===== src/rtl/muldiv_pkg.sv =====
// Shared types and constants for the iterative multiply/divide unit.
package muldiv_pkg;

    typedef enum logic [1:0] {
        MD_MULT  = 2'b00,
        MD_MULTU = 2'b01,
        MD_DIV   = 2'b10,
        MD_DIVU  = 2'b11
    } muldiv_op_t;

    typedef enum logic [1:0] {
        IDLE = 2'b00,
        CALC = 2'b01,
        FIX  = 2'b10,
        DONE = 2'b11
    } md_state_t;

    localparam int MD_ITER = 32;
    localparam logic [4:0] MD_CNT_LOAD = 5'(MD_ITER - 1);

endpackage


===== src/rtl/muldiv_signfix.sv =====
// Conditional two's-complement negate; used both for operand magnitude and
// for restoring the sign of the product, quotient and remainder.
module muldiv_signfix
    import muldiv_pkg::*;
#(
    parameter int W = 32
) (
    input  logic [W-1:0] val,
    input  logic         neg,
    output logic [W-1:0] res
);

    assign res = neg ? -val : val;

endmodule


===== src/rtl/muldiv_unit.sv =====
// Iterative MIPS multiply/divide unit holding the architectural HI/LO registers.
//
// state | meaning
// IDLE  | waiting for start; MTHI/MTLO writes accepted
// CALC  | one shift-add or restoring-divide step per cycle, 32 steps
// FIX   | sign correction, HI/LO written at the end of this cycle
// DONE  | done pulse; may relaunch straight into CALC
module muldiv_unit
    import muldiv_pkg::*;
#(
    parameter int WIDTH = 32
) (
    input  logic             clk,
    input  logic             reset,
    input  logic             start,
    input  logic [1:0]       op,
    input  logic [WIDTH-1:0] A,
    input  logic [WIDTH-1:0] B,
    input  logic             hi_we,
    input  logic             lo_we,
    input  logic [WIDTH-1:0] wdata,
    output logic             busy,
    output logic             done,
    output logic [WIDTH-1:0] hi,
    output logic [WIDTH-1:0] lo
);

    localparam int W = WIDTH;

    md_state_t     state, state_nxt;
    muldiv_op_t    op_e;
    logic          busy_nxt, done_nxt;
    logic          launch, idle_like, signed_op;
    logic [4:0]    cnt;
    logic          is_div, neg_lo, neg_hi, div0;
    logic [2*W-1:0] acc;
    logic [W-1:0]  opnd;
    logic [W-1:0]  rem;
    logic [W-1:0]  a_mag, b_mag;
    logic [W:0]    mul_sum;
    logic [W:0]    prem;
    logic [W:0]    div_diff;
    logic          div_ge;
    logic [2*W-1:0] prod_fix;
    logic [W-1:0]  q_fix, r_fix;
    logic          unused_bits;

    assign op_e      = muldiv_op_t'(op);
    assign signed_op = (op_e == MD_MULT) || (op_e == MD_DIV);
    assign idle_like = (state == IDLE) || (state == DONE);
    assign launch    = start && idle_like;

    muldiv_signfix #(.W(W)) u_abs_a (.val(A), .neg(signed_op & A[W-1]), .res(a_mag));
    muldiv_signfix #(.W(W)) u_abs_b (.val(B), .neg(signed_op & B[W-1]), .res(b_mag));

    // Multiply: acc = {partial product, remaining multiplier bits}.
    assign mul_sum = {1'b0, acc[2*W-1:W]} + (acc[0] ? {1'b0, opnd} : '0);

    // Divide: acc[W-1:0] shifts dividend out / quotient in; acc[2W-1:W] keeps raw A.
    assign prem     = {rem, acc[W-1]};
    assign div_ge   = prem >= {1'b0, opnd};
    assign div_diff = prem - {1'b0, opnd};

    muldiv_signfix #(.W(2*W)) u_fix_p (.val(acc),        .neg(neg_lo), .res(prod_fix));
    muldiv_signfix #(.W(W))   u_fix_q (.val(acc[W-1:0]), .neg(neg_lo), .res(q_fix));
    muldiv_signfix #(.W(W))   u_fix_r (.val(rem),        .neg(neg_hi), .res(r_fix));

    assign unused_bits = div_diff[W];

    always_ff @(posedge clk) begin
        if (reset) begin
            state <= IDLE;
            busy  <= 1'b0;
            done  <= 1'b0;
        end else begin
            state <= state_nxt;
            busy  <= busy_nxt;
            done  <= done_nxt;
        end
    end

    always_comb begin
        state_nxt = state;
        case (state)
            IDLE:    if (start) state_nxt = CALC;
            CALC:    if (cnt == '0) state_nxt = FIX;
            FIX:     state_nxt = DONE;
            DONE:    state_nxt = start ? CALC : IDLE;
            default: state_nxt = IDLE;
        endcase
    end

    always_comb begin
        busy_nxt = (state_nxt == CALC) || (state_nxt == FIX);
        done_nxt = (state_nxt == DONE);
    end

    always_ff @(posedge clk) begin
        if (reset) begin
            cnt    <= '0;
            is_div <= 1'b0;
            neg_lo <= 1'b0;
            neg_hi <= 1'b0;
            div0   <= 1'b0;
            acc    <= '0;
            opnd   <= '0;
            rem    <= '0;
        end else if (launch) begin
            cnt    <= MD_CNT_LOAD;
            is_div <= op[1];
            neg_lo <= signed_op & (A[W-1] ^ B[W-1]);
            neg_hi <= signed_op & A[W-1];
            div0   <= (B == '0);
            rem    <= '0;
            if (op[1]) begin
                acc  <= {A, a_mag};
                opnd <= b_mag;
            end else begin
                acc  <= {{W{1'b0}}, b_mag};
                opnd <= a_mag;
            end
        end else if (state == CALC) begin
            cnt <= cnt - 5'd1;
            if (is_div) begin
                rem          <= div_ge ? div_diff[W-1:0] : prem[W-1:0];
                acc[W-1:0]   <= {acc[W-2:0], div_ge};
            end else begin
                acc <= {mul_sum, acc[W-1:1]};
            end
        end
    end

    always_ff @(posedge clk) begin
        if (reset) begin
            hi <= '0;
            lo <= '0;
        end else if (state == FIX) begin
            if (!is_div) begin
                hi <= prod_fix[2*W-1:W];
                lo <= prod_fix[W-1:0];
            end else if (div0) begin
                hi <= acc[2*W-1:W];
                lo <= '1;
            end else begin
                hi <= r_fix;
                lo <= q_fix;
            end
        end else if (idle_like) begin
            if (hi_we) hi <= wdata;
            if (lo_we) lo <= wdata;
        end
    end

endmodule


===== config.mk =====
export PLATFORM = sky130hd
export DESIGN_NAME = muldiv_unit
export DESIGN_NICKNAME = d
export VERILOG_FILES = /design/src/rtl/muldiv_pkg.sv /design/src/rtl/muldiv_signfix.sv /design/src/rtl/muldiv_unit.sv
export SDC_FILE = /design/constraint.sdc
export NUM_CORES = 1
export LEC_CHECK = 0
export BUFFER_PORTS_ARGS = -buffer_cell sky130_fd_sc_hd__buf_2
export CAP_MARGIN = 20
export CORE_UTILIZATION = 50
export DETAILED_ROUTE_END_ITERATION = 8
export MAX_ROUTING_LAYER = met4
export PLACE_DENSITY = 0.66
export SKIP_CTS_REPAIR_TIMING = 1
export SLEW_MARGIN = 10
export SYNTH_ARGS = -nofsm -noshare
export SYNTH_HDL_FRONTEND = slang
export SYNTH_SLANG_ARGS = --single-unit

===== constraint.sdc =====
create_clock -name clk -period 3.8 [get_ports clk]
set_input_delay 0.38 -clock clk [delete_from_list [all_inputs] [get_ports clk]]
set_output_delay 0.38 -clock clk [all_outputs]
set_load 0.01 [all_outputs]

==> results of run 1 <==
## cells by family (layout without fill, tap and decap cells)
group	after synthesis	in the layout	share of synthesized area (%)
multiplexers	73	73	4.334
AND/OR/NAND/NOR	760	760	20.63
buffers and inverters	251	366	5.597
adder cells (fa/ha/maj)	77	77	5.744
flip-flops	205	205	24.09
AO/OA/AOI/OAI	782	782	29.62
other	0	2	0
XOR/XNOR	194	194	9.975
## layer usage
metal	vias up	GRT usage, %	part of all wire [%]
met2	983	57.00	43
met4	0	15.42	4.4
met1	8809	50.90	43
met5	-	-	0
met3	159	6.752	9.8
li1	8755	-	-
## worst max-delay path, delay by kind of cell (launching register included)
family                   cells  cell delay [ps]
AO/OA/AOI/OAI                9             2040
adder cells (fa/ha/maj)      1              320
buffers and inverters        3              610
flip-flops                   1              370
AND/OR/NAND/NOR              1              110
## how the worst min path moves through the flow
stage / slack (ps) / from / endpoint
detailed placement: 430 / hi[19]$_SDFFE_PP0P_ / hi[19]$_SDFFE_PP0P_
global route: 200 / A[18] / acc[50]$_SDFFE_PP0P_
floorplan: 430 / opnd[20]$_SDFFE_PP0P_ / opnd[20]$_SDFFE_PP0P_
global placement: 420 / hi[19]$_SDFFE_PP0P_ / hi[19]$_SDFFE_PP0P_
CTS: 160 / A[18] / acc[50]$_SDFFE_PP0P_
finish: 160 / A[18] / acc[50]$_SDFFE_PP0P_
## state kept, by name, summed over array words and instances (netlist names)
signal	cells
acc	64
busy	1
cnt	5
div0	1
done	1
hi	32
is_div	1
lo	32
neg_hi	1
neg_lo	1
opnd	32
rem	32
state	2
## synth_stat cells (all sizes together) (21+ instances only)
library cell,instances,area [um^2]
nand2,247,927.1
nand2b,25,156.4
a211oi,58,435.4
o31ai,31,232.7
o211ai,65,488.0
a31oi,25,156.4
buf,23,97.59
o221ai,25,219.0
a21oi,236,1181
clkbuf,154,578.1
mux2i,67,670.6
nor3,62,315.3
dfxtp,205,4104
or4,21,168.9
nor2,248,930.9
nor4,29,196.4
xnor2,95,832.1
xor2,99,867.1
nand3,27,135.1
ha,75,938.4
o21ai,159,795.8
inv,73,274.0
a21o,33,247.7
## report_power, final
| part | total, mW | leakage (nW) | switching [mW] | internal, mW |
|---|---|---|---|---|
| Clock | 2.66 | 0.444 | 1.02 | 1.65 |
| Combinational | 3.52 | 5.77 | 2.23 | 1.30 |
| Sequential | 2.79 | 1.69 | 0.362 | 2.42 |
| Total | 8.97 | 7.90 | 3.61 | 5.37 |
## per-stage QoR
step,cells,instance area [um^2],worst slack [ps],util (%)
6_report,2907,19370,187.2,57.77
5_1_grt,2906,19370,14.76,57.76
4_1_cts,2904,19300,90.46,57.55
3_5_place_dp,2860,18400,157.2,54.86
3_3_place_gp,2860,18400,233.7,54.86
2_1_floorplan,2342,17030,327.2,-
## area by class of cell
type	count	area (um^2)
fill	3350	14160
multi-input combinational	1886	12050
sequential	205	4106
timing repair buffer	248	1469
clock buffer	33	705.7
tap	448	560.5
inverter	74	281.5
clock inverter	11	197.7
antenna	2	5.005
==> run metrics, run 1 <==
Crit Path Max Fanout 9; critical-path cell with the highest stage delay dfxtp_1; mean routed wirelength per cell 22.99 um; ys async rst share 0%; Syn Area/Cell 7.273 um^2; root buf cell clkbuf_16; Final Cycle Share 95.07%; Worst Skew 26.49 ps; routed vias/inst 6.435; reg-to-reg slack, setup 190 ps; Max Cap Viol 0; clock latency on the worst-skew pair 560 ps; register area share after synthesis 24.09%; port buffer count 168; status finished, final reports clean; P&R area growth vs syn 13.72%; total power 8.974 mW; Die Wd 186.6 um; Final ANT Viol Nets 0; worst hold path type input pin to flop; hold depth 3; Setup Viol. Count Final 0; Worst setup SP type flop; critical-path cell list clkinvlp_4 -> buf_4 -> nor2_1 -> ha_1 -> a21o_1 -> a31o_2 -> a31o_2 -> a211oi_4 -> buf_4 -> o21ai_0 -> a221o_1 -> a211o_1 -> a32oi_1 -> a211oi_1; Clock transition at path regs 60 ps; CP Capture Point acc[56]$_SDFFE_PP0P_; pwr/cell area 463.3 mW/mm^2; core area 0.03353 mm^2; CP Class flop to flop; Post-layout nets 2620; DR pass1 iterations 7; r2r worst-path depth 14; synth unique cells 77; clk buf depth 3; GR Overflow Total 0; reg2reg end acc[56]$_SDFFE_PP0P_; peak supply drop 0.3741 mV; Critical Path RT 4190 ps; Hold WS 161.6 ps; die area 0.03481 mm^2; vias in the first global route 16840; synthesized flop and latch total 205; crit-path max cell delay 370 ps; largest net degree at the start of global routing 81; fin crit period 3613 ps; crit path capture type flop; Clock Sinks 205; row count 67; worst endpoint data arrival time 4010 ps; I/O pins 169; unrepaired setup endpoints after global routing no; initial antenna violation count 2; via count 18710; most frequent cells in the layout nand2_1, nor2_1, a21oi_1, dfxtp_1, buf_2; RD Place Congestion 1.042; Post-Syn Instances 2342; Slew @ Worst Pin 1083 ps; Starting Density 50.80%; post-DP HPWL 51380 um; reg2reg start acc[0]$_SDFFE_PP0P_; synth warn 0; prevailing post-synth register cell dfxtp_1; H-Tree Depth 1; drt drc 0; Initial DRC Count 1919; Post-synth EDFFs 0; CTS tree done; Total GRT Usage 38.21%; layout cells sized above 1 13.63%; CP Launch Point acc[0]$_SDFFE_PP0P_; Die Height 186.6 um; Mapped Area 0.01703 mm^2; Post-Synthesis Net Count 2522; total wire length 66830 um; final slew viol count 0; first-pass GRT wire length 101000 um; LEAKAGE 7.897 nW; final hold violation count 0; CTS Buf Count 25; Max-slew headroom 27.52%; TNS Setup 0 ps; f_max 276.8 MHz
(Power assumes the default switching activity.)
==> run 2: changes to the inputs <==
BUFFER_PORTS_ARGS = -buffer_cell sky130_fd_sc_hd__buf_4   (was -buffer_cell sky130_fd_sc_hd__buf_2)
==> run 2 against run 1 <==
Effect of this change:
- clock power is 5% lower
- die area stayed put
- flip-flop and latch count stayed put
- non-clock buffer count is 3 lower
- via count is 1.3% lower
- utilization is 0.94 points higher
- wire length is 1.3% lower
- first-iteration DRC count is 9.0% higher
- final cell count is 0.10% lower
- fmax is 2.2% higher
- critical path type unchanged
- largest power group unchanged
==> run metrics, run 2 (synthesized netlist as in run 1, its figures left out) <==
Max-slew headroom 28.57% (was 27.52%); Die Height 186.6 um (unchanged); DR pass1 iterations 6 (was 7); CP Class flop to flop (unchanged); total wire length 65950 um (was 66830 um); Max Cap Viol 0 (unchanged); post-DP HPWL 51120 um (was 51380 um); first-pass GRT wire length 99990 um (was 101000 um); peak supply drop 0.3697 mV (was 0.3741 mV); RD Place Congestion 1.064 (was 1.042); row count 67 (unchanged); reg2reg end acc[49]$_SDFFE_PP0P_ (was acc[56]$_SDFFE_PP0P_); port buffer count 168 (unchanged); Final ANT Viol Nets 0 (unchanged); via count 18460 (was 18710); Initial DRC Count 2091 (was 1919); Fill cells 3220 (was 3350); Clock transition at path regs 60 ps (about the same); status finished, final reports clean (unchanged); Util after Layout 58.71% (was 57.77%); pwr/cell area 449.9 mW/mm^2 (was 463.3 mW/mm^2); final slew viol count 0 (unchanged); LEAKAGE 7.929 nW (was 7.897 nW); Logic pwr share 39.8% (was 39.3%); switching share of power 40.66% (was 40.18%); crit path capture type flop (unchanged); GR Overflow Total 0 (unchanged); max reg flops 64 (unchanged); layout cells sized above 1 13.44% (was 13.63%); P&R area growth vs syn 15.56% (was 13.72%); Setup Viol. Count Final 0 (unchanged); Total GRT Usage 37.80% (was 38.21%); worst hold path type input pin to flop (unchanged); CTS Buf Count 27 (was 25); Worst Skew 19.91 ps (was 26.49 ps); clk buf depth 3 (unchanged); TNS Setup 0 ps (unchanged); Starting Density 50.80% (unchanged); initial antenna violation count 1 (was 2); Most flops, register acc (unchanged); Seq pwr share 31.7% (was 31.0%); core area 0.03353 mm^2 (unchanged); Final Cycle Share 92.99% (was 95.07%); CP Launch Point acc[0]$_SDFFE_PP0P_ (unchanged); Int Pwr 5.255 mW (was 5.368 mW); Post-layout nets 2619 (was 2620); Critical Path RT 4200 ps (was 4190 ps); r2r worst-path depth 13 (was 14); Die Wd 186.6 um (unchanged); I/O pins 169 (unchanged); Crit Path Max Fanout 5 (was 9); unrepaired setup endpoints after global routing no (unchanged); most frequent cells in the layout nand2_1, nor2_1, buf_4, a21oi_1, dfxtp_1 (was nand2_1, nor2_1, a21oi_1, dfxtp_1, buf_2); Clk pwr share 28.5% (was 29.7%); largest net degree at the start of global routing 73 (was 81); Clock Sinks 205 (unchanged); reg-to-reg slack, setup 270 ps (was 190 ps); routed vias/inst 6.357 (was 6.435); CP Capture Point acc[49]$_SDFFE_PP0P_ (was acc[56]$_SDFFE_PP0P_); vias in the first global route 16550 (was 16840); CTS tree done (unchanged); mean routed wirelength per cell 22.71 um (was 22.99 um); footprint of the multi-input gates 0.01201 mm^2 (was 0.01205 mm^2); Reg area 0.004106 mm^2 (unchanged); final hold violation count 0 (unchanged); worst endpoint data arrival time 3940 ps (was 4010 ps); reg2reg start acc[0]$_SDFFE_PP0P_ (unchanged); Worst setup SP type flop (unchanged); drt drc 0 (unchanged); Sw Pwr 3.601 mW (was 3.606 mW); clock latency on the worst-skew pair 570 ps (was 560 ps); f_max 283.0 MHz (was 276.8 MHz); die area 0.03481 mm^2 (unchanged); Slew @ Worst Pin 1067 ps (was 1083 ps); H-Tree Depth 1 (unchanged); fin crit period 3534 ps (was 3613 ps); root buf cell clkbuf_16 (unchanged)
-- run 2: area by class of cell --
class                           instances  area share (%)
Antenna cell                            1         0.01271
Clock buffer                           36           3.909
Clock inverter                          9          0.4386
Inverter                               74           1.430
Multi-Input combinational cell       1886           61.03
Sequential cell                       205           20.86
Tap cell                              448           2.848
Timing Repair Buffer                  245           9.471
-- run 2: routing by layer --
metal	share of wire (%)	GRT usage (%)	up-vias
met2	42	54.91	951
met1	43	51.27	8592
met4	5.5	18.32	0
met5	0	-	-
met3	9.3	5.285	177
li1	-	-	8741
-- run 2: stage by stage --
stage / hold slack, ps / instance area, um^2 / setup WS, ps / power (mW) / cells
final: 151.0 / 19690 / 266.5 / 8.856 / 2904
after global placement: 430.9 / 18810 / 162.4 / 6.222 / 2858
after detailed placement: 434.4 / 18810 / 106.2 / 6.267 / 2858
after CTS: 135.5 / 19670 / 89.07 / 8.778 / 2903
after floorplan: 431.9 / 17030 / 327.2 / 5.021 / 2342
after global routing: 161.3 / 19690 / 7.343 / 9.280 / 2904
-- run 2: worst min-delay path by stage --
stage                     startpoint                     to  slack [ps]  cells after the start
6_report                   wdata[26]    hi[26]$_SDFFE_PP0P_         150                      3
5_1_grt                    wdata[26]    hi[26]$_SDFFE_PP0P_         160                      3
4_1_cts                    wdata[26]    hi[26]$_SDFFE_PP0P_         140                      3
3_5_place_dp     hi[19]$_SDFFE_PP0P_    hi[19]$_SDFFE_PP0P_         430                      2
3_3_place_gp     hi[19]$_SDFFE_PP0P_    hi[19]$_SDFFE_PP0P_         430                      2
2_1_floorplan  opnd[20]$_SDFFE_PP0P_  opnd[20]$_SDFFE_PP0P_         430                      2
-- run 2: worst max-delay path, stage by stage (launching register included) --
cell	delay (ps)
dfxtp_1	330
buf_4	180
and2_1	170
ha_1	220
fa_1	420
a21o_1	180
a21oi_1	260
o21ai_0	260
a21oi_1	380
o21ai_0	200
and3_1	240
o31a_1	280
a22oi_1	160
a211oi_1	110
-- run 2: power by group through the flow --
stage          sequential, mW  clock, mW  combinational (mW)
2_1_floorplan            2.71          0                2.31
3_3_place_gp             2.83          0                3.40
3_5_place_dp             2.84          0                3.43
4_1_cts                  2.79       2.54                3.45
5_1_grt                  2.84       2.62                3.83
6_report                 2.81       2.52                3.52
==> run 3: changes to the inputs <==
CORE_UTILIZATION = 30   (was 50)
GPL_ROUTABILITY_DRIVEN = 0   (was default)
HOLD_SLACK_MARGIN = 0.08   (was default)
PLACE_DENSITY = 0.43   (was 0.66)
==> run 3 against run 2 <==
Effect of this change:
- combinational power increased by 4%
- clock power increased by 7.9%
- clock skew decreased by 1.5 ps
- register-to-register slack about the same
- setup slack improved by 10 ps
- global-route usage decreased by 12 points
- critical path type unchanged
- die area increased by 66%
- flip-flop and latch count unchanged
- sequential share of layout area decreased by 0.51 points
- largest power group unchanged
- sequential power about the same
==> run metrics, run 3 (synthesized netlist as in run 1, its figures left out) <==
Crit. path cell count 10 (was 13); Clock transition at path regs 70 ps (was 60 ps); Starting Density 30.62% (was 50.80%); final slew viol count 0 (unchanged); reg2reg end rem[28]$_SDFFE_PP0P_ (was acc[49]$_SDFFE_PP0P_); peak supply drop 0.3172 mV (was 0.3697 mV); drt drc 0 (unchanged); largest net degree at the start of global routing 78 (was 73); mean routed wirelength per cell 23.47 um (was 22.71 um); final instance area 0.02019 mm^2 (was 0.01969 mm^2); CP Class flop to flop (unchanged); Initial DRC Count 1797 (was 2091); Total GRT Usage 26.20% (was 37.80%); I/O pins 169 (unchanged); final hold violation count 0 (unchanged); Area after DPL 0.01927 mm^2 (was 0.01881 mm^2); die area 0.05774 mm^2 (was 0.03481 mm^2); Die Height 240.3 um (was 186.6 um); vias in the first global route 16680 (was 16550); Logic pwr share 40.0% (was 39.8%); Seq pwr share 30.5% (was 31.7%); cell family with most CP delay compound AO/OA/AOI/OAI gates (unchanged); Max-slew headroom 32.03% (was 28.57%); r2r worst-path depth 10 (was 13); Setup Viol. Count Final 0 (unchanged); commonest non-fill, non-tap cell in the layout buf_4; unrepaired setup endpoints after global routing no (unchanged); Crit Path Max Fanout 16 (was 5); WL met1 36280 um (was 28400 um); layout cells sized above 1 13.78% (was 13.44%); crit-path max cell delay 680 ps (was 420 ps); routed vias/inst 5.640 (was 6.357); P&R area growth vs syn 18.55% (was 15.56%); diode count 0 (was 1); switching share of power 41.11% (was 40.66%); initial antenna violation count 0 (was 1); routed wl met2 33090 um (was 27780 um); f_max 283.8 MHz (was 283.0 MHz); H-Tree Depth 1 (unchanged); via count 18130 (was 18460); fin crit period 3523 ps (was 3534 ps); Worst setup SP type flop (unchanged); CTS Buf Count 27 (unchanged); Slew @ Worst Pin 1017 ps (was 1067 ps); port buffer count 168 (unchanged); worst endpoint data arrival time 4000 ps (was 3940 ps); Final Cycle Share 92.71% (was 92.99%); row count 86 (was 67); hold depth 3 (unchanged); most frequent cells in the layout buf_4, nand2_1, nor2_1, a21oi_1, dfxtp_1 (was nand2_1, nor2_1, buf_4, a21oi_1, dfxtp_1); DR pass1 iterations 6 (unchanged); first-pass GRT wire length 110500 um (was 99990 um); Post-layout nets 2629 (was 2619); LEAKAGE 8.011 nW (was 7.929 nW); Sw Pwr 3.772 mW (was 3.601 mW); pwr/cell area 454.5 mW/mm^2 (was 449.9 mW/mm^2); GR Overflow Total 0 (unchanged); critical-path cell with the highest stage delay a41o_1 (was fa_1); CTS tree done (unchanged); Final ANT Viol Nets 0 (unchanged); Crit path buffers/inverters 1 (unchanged); crit path capture type flop (unchanged); status finished, final reports clean (unchanged); Most common cell on crit path o21ai_0; root buf cell clkbuf_16 (unchanged); Util after Layout 36.30% (was 58.71%); metal3 WL 4017 um (was 6150 um); Highest Signal Layer met4 (unchanged); core area 0.05563 mm^2 (was 0.03353 mm^2); Die Wd 240.3 um (was 186.6 um); total wire length 75460 um (was 65950 um); Int Pwr 5.405 mW (was 5.255 mW); Most flops, register acc (unchanged); clock latency on the worst-skew pair 590 ps (was 570 ps); critical-path cell list inv_1 -> ha_1 -> nand4_1 -> nor4_1 -> a311oi_1 -> o21ai_0 -> a41o_1 -> mux2i_1 -> o21ai_0 -> and3_1 (was buf_4 -> and2_1 -> ha_1 -> fa_1 -> a21o_1 -> a21oi_1 -> o21ai_0 -> a21oi_1 -> o21ai_0 -> and3_1 -> o31a_1 -> a22oi_1 -> a211oi_1); Clock Sinks 205 (unchanged); Clk pwr share 29.6% (was 28.5%); reg-to-reg slack, setup 280 ps (was 270 ps); worst hold path type input pin to flop (unchanged); TNS Setup 0 ps (unchanged); Critical Path RT 4270 ps (was 4200 ps); clk buf depth 3 (unchanged); reg2reg start opnd[25]$_SDFFE_PP0P_ (was acc[0]$_SDFFE_PP0P_); post-DP HPWL 59440 um (was 51120 um); hold wc startpoint A[25] (was wdata[26]); Worst Hold End acc[57]$_SDFFE_PP0P_ (was hi[26]$_SDFFE_PP0P_); Worst Skew 18.40 ps (was 19.91 ps); Max Cap Viol 0 (unchanged); max reg flops 64 (unchanged)
run 3: power groups by stage:
stage	Combinational, mW	Sequential [mW]	Clock, mW
6_report	3.67	2.80	2.72
5_1_grt	3.98	2.83	2.85
4_1_cts	3.63	2.78	2.78
3_5_place_dp	3.61	2.83	0
3_3_place_gp	3.60	2.82	0
2_1_floorplan	2.31	2.71	0
run 3: how the worst max path moves through the flow:
stage | from | endpoint | slack [ps]
2_1_floorplan | acc[0]$_SDFFE_PP0P_ | acc[58]$_SDFFE_PP0P_ | 330
5_1_grt | acc[0]$_SDFFE_PP0P_ | acc[58]$_SDFFE_PP0P_ | 20
3_5_place_dp | acc[0]$_SDFFE_PP0P_ | acc[58]$_SDFFE_PP0P_ | 170
6_report | opnd[25]$_SDFFE_PP0P_ | rem[28]$_SDFFE_PP0P_ | 280
3_3_place_gp | acc[0]$_SDFFE_PP0P_ | acc[58]$_SDFFE_PP0P_ | 220
4_1_cts | acc[0]$_SDFFE_PP0P_ | acc[58]$_SDFFE_PP0P_ | 160
run 3: final cells by class:
type / count / area [um^2]
tap: 748 / 935.9
inverter: 74 / 277.8
sequential: 205 / 4109
clock buffer: 38 / 767.0
timing repair buffer: 255 / 1939
fill: 5913 / 35440
multi-input combinational: 1886 / 12020
clock inverter: 9 / 142.6
run 3: worst register-to-register path: cells and delay by family, from the launching register on:
kind	cells	cell delay (ps)
AOI/OAI and AO/OA	4	1130
adders and majority gates	1	600
buffers and inverters	1	110
DFF	1	350
muxes	1	250
and+or+nand+nor	3	980
run 3: stage by stage:
stage,cells,setup WS [ps],hold WS [ps],power (mW)
floorplan,2342,327.2,431.9,5.021
global placement,3168,221.0,439.7,6.429
detailed placement,3168,171.2,435.3,6.438
CTS,3215,163.5,92.40,9.184
global route,3215,22.89,115.4,9.662
finish,3215,276.9,117.6,9.177
run 3: metal layers:
layer	track usage, %	vias up
met2	40.19	607
met4	7.219	0
met3	2.308	92
met5	-	-
met1	36.48	8694
li1	-	8741
